--- config.mk ---
export PLATFORM = sky130hd
export DESIGN_NAME = fetch_unit
export DESIGN_NICKNAME = d
export VERILOG_FILES = /design/src/rtl/fetch_unit.sv
export SDC_FILE = /design/constraint.sdc
export NUM_CORES = 1
export LEC_CHECK = 0
export ABC_AREA = 1
export CORE_ASPECT_RATIO = 1.75
export CORE_UTILIZATION = 58
export CTS_CLUSTER_SIZE = 8
export DETAILED_ROUTE_END_ITERATION = 8
export PLACE_DENSITY_LB_ADDON = 0.12
export SLEW_MARGIN = 20
export SYNTH_ARGS = -nofsm -noshare
export SYNTH_HDL_FRONTEND = slang
export SYNTH_SLANG_ARGS = --single-unit
--- constraint.sdc ---
create_clock -name clk -period 5.85 [get_ports clk]
set_clock_uncertainty 0.2 [all_clocks]
set_input_delay 1.17 -clock clk [delete_from_list [all_inputs] [get_ports clk]]
set_output_delay 1.17 -clock clk [all_outputs]
set_load 0.01 [all_outputs]
--- src/rtl/fetch_unit.sv ---
// Instruction-fetch stage: owns the PC, drives a req/ack instruction-memory port and the IF/ID register.
// Handles decode stall (with a one-entry hold buffer), redirect flush and variable memory latency.
module fetch_unit #(
    parameter int unsigned            WIDTH    = 32,
    parameter logic [WIDTH-1:0]       RESET_PC = '0,
    parameter int unsigned            PC_STEP  = 4
) (
    input  logic             clk,
    input  logic             reset,
    input  logic             stall,
    input  logic             redirect,
    input  logic [WIDTH-1:0] redirect_pc,
    output logic             imem_req,
    output logic [WIDTH-1:0] imem_addr,
    input  logic             imem_ack,
    input  logic [WIDTH-1:0] imem_rdata,
    output logic [WIDTH-1:0] instr_d,
    output logic [WIDTH-1:0] pc_d,
    output logic [WIDTH-1:0] pcplus_d,
    output logic             valid_d
);

    typedef enum logic [1:0] {S_IDLE, S_WAIT, S_HOLD, S_DISCARD} state_t;

    localparam logic [WIDTH-1:0] STEP = WIDTH'(PC_STEP);

    state_t           state, state_n;
    logic [WIDTH-1:0] pc, pc_n, fa, fa_n;
    logic [WIDTH-1:0] hb_instr, hb_instr_n, hb_pc, hb_pc_n;
    logic [WIDTH-1:0] instr_n, pcd_n, pcp_n;
    logic             vld_n, accept;

    assign accept    = !stall || !valid_d;
    assign imem_req  = (state == S_WAIT) || (state == S_DISCARD);
    assign imem_addr = fa;

    always_ff @(posedge clk or negedge reset) begin
        if (!reset) begin
            state    <= S_IDLE;
            pc       <= RESET_PC;
            fa       <= RESET_PC;
            hb_instr <= '0;
            hb_pc    <= '0;
            instr_d  <= '0;
            pc_d     <= '0;
            pcplus_d <= '0;
            valid_d  <= 1'b0;
        end else begin
            state    <= state_n;
            pc       <= pc_n;
            fa       <= fa_n;
            hb_instr <= hb_instr_n;
            hb_pc    <= hb_pc_n;
            instr_d  <= instr_n;
            pc_d     <= pcd_n;
            pcplus_d <= pcp_n;
            valid_d  <= vld_n;
        end
    end

    always_comb begin
        state_n    = state;
        pc_n       = pc;
        fa_n       = fa;
        hb_instr_n = hb_instr;
        hb_pc_n    = hb_pc;
        instr_n    = instr_d;
        pcd_n      = pc_d;
        pcp_n      = pcplus_d;
        vld_n      = valid_d;

        if (redirect) begin
            // Flush wins over stall and ack; an un-acked request must still drain before refetch.
            vld_n = 1'b0;
            pc_n  = redirect_pc;
            if ((state == S_WAIT || state == S_DISCARD) && !imem_ack) begin
                state_n = S_DISCARD;
            end else begin
                state_n = S_WAIT;
                fa_n    = redirect_pc;
            end
        end else begin
            case (state)
                S_IDLE: begin
                    state_n = S_WAIT;
                    fa_n    = pc;
                end
                S_WAIT: begin
                    if (imem_ack && accept) begin
                        instr_n = imem_rdata;
                        pcd_n   = fa;
                        pcp_n   = fa + STEP;
                        vld_n   = 1'b1;
                        fa_n    = fa + STEP;
                    end else if (imem_ack) begin
                        hb_instr_n = imem_rdata;
                        hb_pc_n    = fa;
                        state_n    = S_HOLD;
                    end else if (accept) begin
                        vld_n = 1'b0;
                    end
                end
                S_HOLD: begin
                    if (!stall) begin
                        instr_n = hb_instr;
                        pcd_n   = hb_pc;
                        pcp_n   = hb_pc + STEP;
                        vld_n   = 1'b1;
                        fa_n    = hb_pc + STEP;
                        state_n = S_WAIT;
                    end
                end
                S_DISCARD: begin
                    if (imem_ack) begin
                        fa_n    = pc;
                        state_n = S_WAIT;
                    end
                end
                default: state_n = S_IDLE;
            endcase
        end
    end

endmodule

==> results of run 1 <==
==> worst paths after layout <==
kind | to | slack [ns]
setup / recovery | imem_addr[14] | 2.15
hold / removal | pc[6] | 0.27
max in group asynchronous | pcplus_d[24] | 3.62
setup reg to reg | imem_addr[14] | 2.41
min in group asynchronous | hb_instr[21] | 0.36
hold reg to reg | pc[6] | 0.27
==> per-layer routing <==
metal  GRT usage, %  wire (um)  vias to the layer above
met2           53.9      16100                      470
met1           41.8      13000                     5087
li1               -          -                     5203
met4           16.9       1810                        0
met5              0          0                        -
met3           4.51       2240                      125
==> logic make-up (layout without fill, tap and decap cells) <==
family	after synthesis	in the layout
AND/OR/NAND/NOR	769	769
AO/OA/AOI/OAI	273	273
flip-flops	225	225
buffers and inverters	177	343
multiplexers	32	32
XOR/XNOR	10	10
adder cells (fa/ha/maj)	5	5
==> sequential cells by signal (all words and copies together) (netlist names) <==
| name | cells |
|---|---|
| instr_d | 32 |
| pc_d | 32 |
| imem_addr | 32 |
| hb_instr | 32 |
| pc | 32 |
| valid_d | 1 |
| pcplus_d | 30 |
| state | 2 |
| hb_pc | 32 |
==> critical path, stage by stage <==
cell	delay, ns
sky130_fd_sc_hd__clkdlybuf4s50_1	0.48
sky130_fd_sc_hd__inv_1	0.09
sky130_fd_sc_hd__nand2_1	0.07
sky130_fd_sc_hd__a21oi_1	0.06
sky130_fd_sc_hd__inv_1	0.10
sky130_fd_sc_hd__nand3_1	0.67
sky130_fd_sc_hd__inv_2	0.84
sky130_fd_sc_hd__o21ai_0	0.23
sky130_fd_sc_hd__o21ai_1	0.19
==> power by group through the flow <==
stage / Clock, mW / Sequential [mW] / Combinational [mW]
CTS: 1.71 / 2.98 / 3.58
global route: 1.78 / 3.08 / 3.98
floorplan: 0 / 2.96 / 1.95
detailed placement: 0 / 3.00 / 3.56
global placement: 0 / 2.99 / 3.46
finish: 1.70 / 3.00 / 3.59
==> cell usage after synthesis (6+ instances only) <==
master,count
sky130_fd_sc_hd__nand2_1,431
sky130_fd_sc_hd__dfrtp_1,225
sky130_fd_sc_hd__nor2_1,187
sky130_fd_sc_hd__nand3_1,104
sky130_fd_sc_hd__a31oi_1,93
sky130_fd_sc_hd__inv_1,91
sky130_fd_sc_hd__o21ai_0,79
sky130_fd_sc_hd__a21oi_1,75
sky130_fd_sc_hd__buf_2,42
sky130_fd_sc_hd__clkbuf_1,30
sky130_fd_sc_hd__mux2_2,28
sky130_fd_sc_hd__nand2_2,13
sky130_fd_sc_hd__nor2_2,13
sky130_fd_sc_hd__nor2_4,11
sky130_fd_sc_hd__xor2_1,8
sky130_fd_sc_hd__a21oi_2,7
sky130_fd_sc_hd__o211ai_1,6
sky130_fd_sc_hd__o21ai_1,6
==> layout make-up <==
cell class,instances,area [um^2]
well taps,245,307
repair buffers,209,2080
flip-flops and latches,225,5630
inverters,96,365
multi-input cells,1089,5270
clock inverters,2,17.5
fillers,1524,5100
clock buffers,36,880
==> per-stage QoR <==
step	setup WS [ns]	instance area (um^2)	util, %	instances
after floorplan	3.38	11600	-	1491
after global placement	1.73	13600	69.3	1863
after detailed placement	1.63	13600	69.3	1863
after CTS	2.11	14500	73.9	1901
after global routing	1.81	14500	74.0	1902
final	2.15	14500	74.0	1902
==> metrics.md, run 1 <==
| Metric | Value |
|---|---|
| Initial standard-cell utilization of the core | `between 50% and 60%` |
| Largest cells by area after synthesis | `sky130_fd_sc_hd__dfrtp_1 (48%), sky130_fd_sc_hd__nand2_1 (14%), sky130_fd_sc_hd__nor2_1 (6.0%)` |
| Share of flip-flops with an asynchronous set or reset | `100%` |
| Antenna violations before repair | `0` |
| Reg2Reg Launch Point | `state[1]` |
| Worst Max-Slew Pin Slew | `about 0.98 ns` |
| Nature of the critical path startpoint | `input port` |
| Tightest Hold Check Type | `flop to flop` |
| Number of library cell types mapped by synthesis | `35` |
| Buffers inserted by post-CTS timing repair | `0` |
| Main combinational cell family by area after synthesis | `simple AND/OR/NAND/NOR gates` |
| Required time of the worst setup path | `just over 6 ns` |
| Nets in the synthesized netlist | `1565` |
| TritonCTS clock tree | `yes` |
| Worst relative slew slack | `between 30% and 40%` |
| RePlAce Congestion | `0.918` |
| Adder-cell area share of the yosys netlist | `0.538%` |
| Crit Path Class | `input port to flop` |
| Fraction of layout cells with a size suffix above 1 | `about 8.2%` |
| Min-Delay Path Depth | `2` |
| TritonCTS Buffers | `34` |
| Core region area | `between 15000 and 20000 um^2` |
| Number of synthesis warnings | `0` |
| Overall die height | `approximately 190 um` |
| Final nets | `1729` |
| Aggregate global-route resource usage | `between 30 and 40%` |
| Synthesized netlist cell count | `around 1500` |
| Horizontal die dimension | `approximately 110 um` |
| Clock slew at reported path FFs | `~0.050 ns` |
| Number of global-route vias before repair | `roughly 11000` |
| P_leak | `about 6.4 nW` |
| Post-synthesis to final-layout area growth | `25.1%` |
| Top FF cell, synth | `sky130_fd_sc_hd__dfrtp_1` |
| Wire length of the first global-routing pass | `roughly 53 mm` |
| Row count | `68` |
| Crit path arrival time | `approximately 3.9 ns` |
| Run status | `completed` |
| Number of sinks driven by the clock tree | `roughly 230` |
| Synth Area in Compound Gates | `13.2%` |
| Post-detailed-routing wire length | `about 33 mm` |
| IR drop worst, VDD | `about 0.00046 V` |
| Post-Synth Simple-Gate Area | `between 20% and 30%` |
| Count of antenna diodes in the layout | `0` |
| Most frequent cells in the layout | `sky130_fd_sc_hd__nand2_1 (430), sky130_fd_sc_hd__dfrtp_1 (225), sky130_fd_sc_hd__clkdlybuf4s50_1 (196)` |
| Total Negative Setup Slacks | `0 ns` |
| Endpoint kind of the worst setup timing path | `flop` |
| Most common library cell in the layout ignoring fill and taps | `sky130_fd_sc_hd__nand2_1` |
| Period Utilization, post-route | `between 60% and 70%` |
| HPWL after DPL | `approximately 23 mm` |
| Vias per cell | `roughly 5.7` |
| Worst hold slack | `around 0.27 ns` |
| CTS-repair resized insts | `0` |
| Worst hold path startpoint | `pc[6]` |
| Count of max-cap constraint violations | `0` |
| Reg2reg path depth | `10` |
| H-Tree Depth | `2` |
| Wirelength per Cell | `17.4 um` |
| GR Overflow Total | `0` |
| Unrepaired setup endpoints after global routing | `no` |
| Number of I/O port buffers | `approximately 200` |
| Maximum number of pins on one net before global-route repair | `between 100 and 150` |
| Internal power summed over all cells | `between 4 and 5 mW` |
| Worst skew pair latency | `slightly below 0.5 ns` |
| Part of the power in combinational logic | `between 40 and 50%` |
| Switching share of total power | `between 40% and 50%` |
| Die area | `approximately 21000 um^2` |
| Combined area of all synthesized cells | `between 10000 and 15000 um^2` |
| Proportion of synthesized chip area in sequential cells | `~48%` |
| Root buffer cell | `sky130_fd_sc_hd__clkbuf_16` |
| Fraction of synthesized area in multiplexers | `under 10%` |
| Power density over the cells | `between 500 and 600 nW/um^2` |
| First-pass iteration count of the detailed router | `6` |
| Largest fanout of any net on the critical path | `37` |
| Leading area contributor after synthesis | `sky130_fd_sc_hd__dfrtp_1` |
| Remaining DRCs | `0` |
| Fin. max-slew vios | `0` |
| Number of failing setup endpoints in the final timing report | `0` |
| Clk network pwr share | `20.5%` |
| Seq cells post-synth | `225` |
| P_sw | `approximately 3.4 mW` |
| Number of flops mapped to enable cells by yosys | `0` |
| Max frequency | `approximately 270 MHz` |
| Number of nets still failing antenna checks after routing | `0` |
| Synth Area per Inst | `roughly 7.8 um^2` |
| Number of hold buffers added after cts | `0` |
| Via count of the routed design | `around 11000` |
| Worst Setup SP | `imem_ack` |
| Buffer levels on the longest clock path | `3` |
| Initial drt markers | `909` |
| Number of hold violations in the final report | `0` |
| Sequential cell fraction of total power | `~36%` |
| Top Ports | `around 200` |
| Xor-xnor portion of the synthesized cell area | `less than 1%` |
| Fraction of synthesized cell area taken by the top area cell type | `48.4%` |
| Final worst path period need | `between 3 and 4 ns` |
| Power, Total | `slightly above 8 mW` |
(Power assumes the default switching activity.)
==> inputs of run 2 (changes only) <==
- CORE_UTILIZATION: 58 -> 54
- clock period: 5.85 -> 3.65 ns (I/O delays scaled with it)
==> run 2 against run 1 <==
Critical path depth fell by 4. First-iteration DRC count fell by 6.6%. Largest cell class unchanged. Die area rose by 7.3%. Sequential power rose by 61%. Critical path type is now flop to output pin. Count of clock-buffer cells in the layout fell by 1. Final area rose by 0.80%. Hold slack got worse by 0.0050 ns. Via count fell by 0.97%. Global-route usage fell by 1.4 points. Wire length rose by 1.9%.
==> metrics.md, run 2 (same netlist as run 1, synthesis figures left out) <==
| Metric | Value |
|---|---|
| P_leak | `6.48 nW` |
| Number of sinks driven by the clock tree | `225` |
| Reg2Reg Launch Point | `state[0]` |
| Min-Delay Path Depth | `2` |
| Largest stage delay on the critical path | `between 0.5 and 0.6 ns` |
| Top Ports | `between 150 and 200` |
| Worst Max-Slew Pin Slew | `between 0.7 and 0.8 ns` |
| Number of global-route vias before repair | `between 10000 and 15000` |
| Fraction of layout cells with a size suffix above 1 | `around 8.6%` |
| Count of buffer and inverter cells on the critical path | `3` |
| Core region area | `around 21000 um^2` |
| Root buffer cell | `sky130_fd_sc_hd__clkbuf_16` |
| Critical register-to-register path endpoint | `imem_addr[3]` |
| Number of failing setup endpoints in the final timing report | `0` |
| Largest fanout of any net on the critical path | `4` |
| Max frequency | `between 300 and 400 MHz` |
| Worst skew pair latency | `~0.52 ns` |
| GR Overflow Total | `0` |
| End of the worst hold path | `pc[0]` |
| Horizontal die dimension | `between 100 and 150 um` |
| Maximum number of pins on one net before global-route repair | `between 80 and 90` |
| RePlAce Congestion | `between 0.8 and 0.9` |
| Number of nets still failing antenna checks after routing | `0` |
| Total Negative Setup Slacks | `0 ns` |
| Initial standard-cell utilization of the core | `55.3%` |
| Initial drt markers | `849` |
| Wirelength per Cell | `around 18 um` |
| Post-synthesis to final-layout area growth | `26.1%` |
| Worst relative slew slack | `between 50% and 60%` |
| Count of max-cap constraint violations | `0` |
| IR drop worst, VDD | `roughly 0.00085 V` |
| Number of hold violations in the final report | `0` |
| Cell breakdown of the critical path | `inv_1, ha_1, inv_2, nand2_1, clkdlybuf4s50_1` |
| Remaining DRCs | `0` |
| Row count | `70` |
| Unrepaired setup endpoints after global routing | `no` |
| Die area | `about 22000 um^2` |
| Most common library cell in the layout ignoring fill and taps | `sky130_fd_sc_hd__nand2_1` |
| Crit path arrival time | `around 2.0 ns` |
| Fill cell count | `approximately 1800` |
| Buffer levels on the longest clock path | `3` |
| Vias per cell | `approximately 5.6` |
| Post-detailed-routing wire length | `between 30 and 40 mm` |
| Worst hold path startpoint | `pc[0]` |
| Antenna violations before repair | `0` |
| Family with the most delay on the worst path | `buffers and inverters` |
| TritonCTS clock tree | `yes` |
| Tightest Hold Check Type | `flop to flop` |
| Crit Path Class | `flop to output pin` |
| Nature of the critical path startpoint | `flop` |
| H-Tree Depth | `2` |
| Overall die height | `just under 200 um` |
| Worst setup slack for register-to-register paths | `1.13 ns` |
| Count of antenna diodes in the layout | `0` |
| Run status | `completed` |
| Endpoint kind of the worst setup timing path | `output pin` |
| Slowest CP cell | `sky130_fd_sc_hd__clkdlybuf4s50_1` |
| Period Utilization, post-route | `approximately four fifths` |
| First-pass iteration count of the detailed router | `5` |
| Power, Total | `around 13 mW` |
| Most frequent cells in the layout | `sky130_fd_sc_hd__nand2_1 (430), sky130_fd_sc_hd__dfrtp_1 (225), sky130_fd_sc_hd__clkdlybuf4s50_1 (196)` |
| Final worst path period need | `2.88 ns` |
| Final nets | `between 1500 and 2000` |
| Aggregate global-route resource usage | `a little under a third` |
| Fin. max-slew vios | `0` |
| Via count of the routed design | `around 11000` |
| Clock slew at reported path FFs | `0.05 ns` |
| Reg2reg path depth | `7` |
| Wire length of the first global-routing pass | `between 50 and 60 mm` |
| Required time of the worst setup path | `about 2.7 ns` |
| TritonCTS Buffers | `34` |
| Power density over the cells | `914 nW/um^2` |
| HPWL after DPL | `23.8 mm` |
| Number of I/O port buffers | `about 200` |
| Buffers inserted by post-CTS timing repair | `0` |
==> run 2: cell types whose count changed in the layout (fill, tap and decap cells not counted), sizes merged <==
cell	before	now
buf	13	20
clkbuf	36	35
clkinv	1	2
dlygate4sd3	0	1
inv	97	98
==> run 2: worst max path at each step <==
stage                        start           end  depth (start not counted)
final                     state[1]      imem_req                          5
after global routing      state[1]      imem_req                          5
after CTS                 state[1]      imem_req                          5
after detailed placement  imem_ack     hb_pc[29]                          7
after global placement    imem_ack     hb_pc[17]                          7
after floorplan           imem_ack  hb_instr[18]                          6
==> run 2: cell type report <==
class / instances / area (um^2) / area share [%]
clock buffer: 35 / 855 / 5.83
multi-input combinational: 1089 / 5270 / 35.9
tap: 252 / 315 / 2.15
inverter: 96 / 363 / 2.47
clock inverter: 4 / 42.5 / 0.290
timing repair buffer: 217 / 2190 / 14.9
sequential: 225 / 5630 / 38.4
==> run 2: what timing repair did <==
action                    CTS  global route
hold endpoints to repair   42             0
hold buffers                1             0
resized for setup           0             0
==> run 2: stage by stage <==
step / cell area [um^2] / hold slack [ns] / worst slack (ns) / instances / utilization [%]
2_1_floorplan: 11600 / 0.233 / 1.62 / 1491 / -
3_3_place_gp: 13800 / 0.246 / 0.761 / 1878 / 65.5
3_5_place_dp: 13800 / 0.256 / 0.714 / 1878 / 65.5
4_1_cts: 14700 / 0.268 / 0.762 / 1918 / 69.8
5_1_grt: 14700 / 0.288 / 0.676 / 1918 / 69.8
6_report: 14700 / 0.265 / 0.771 / 1918 / 69.8
==> run 2: per-layer routing <==
layer  GRT usage, %  vias to the layer above  part of all wire [%]
met2           53.2                      399                    49
met5              0                        -                     0
met3           4.85                       95                   5.9
li1               -                     5230                     -
met4           15.1                        0                   4.6
met1           39.4                     5055                    41
==> run 2: tightest hold or removal path, delay by kind of cell (launching register included) <==
kind          cells  cell delay, ns
flops             1            0.33
simple gates      2            0.10
==> run 2: power breakdown <==
part | internal, mW | switching [mW]
combinational | 2.66 | 3.16
sequential | 3.61 | 1.23
clock | 1.65 | 1.08
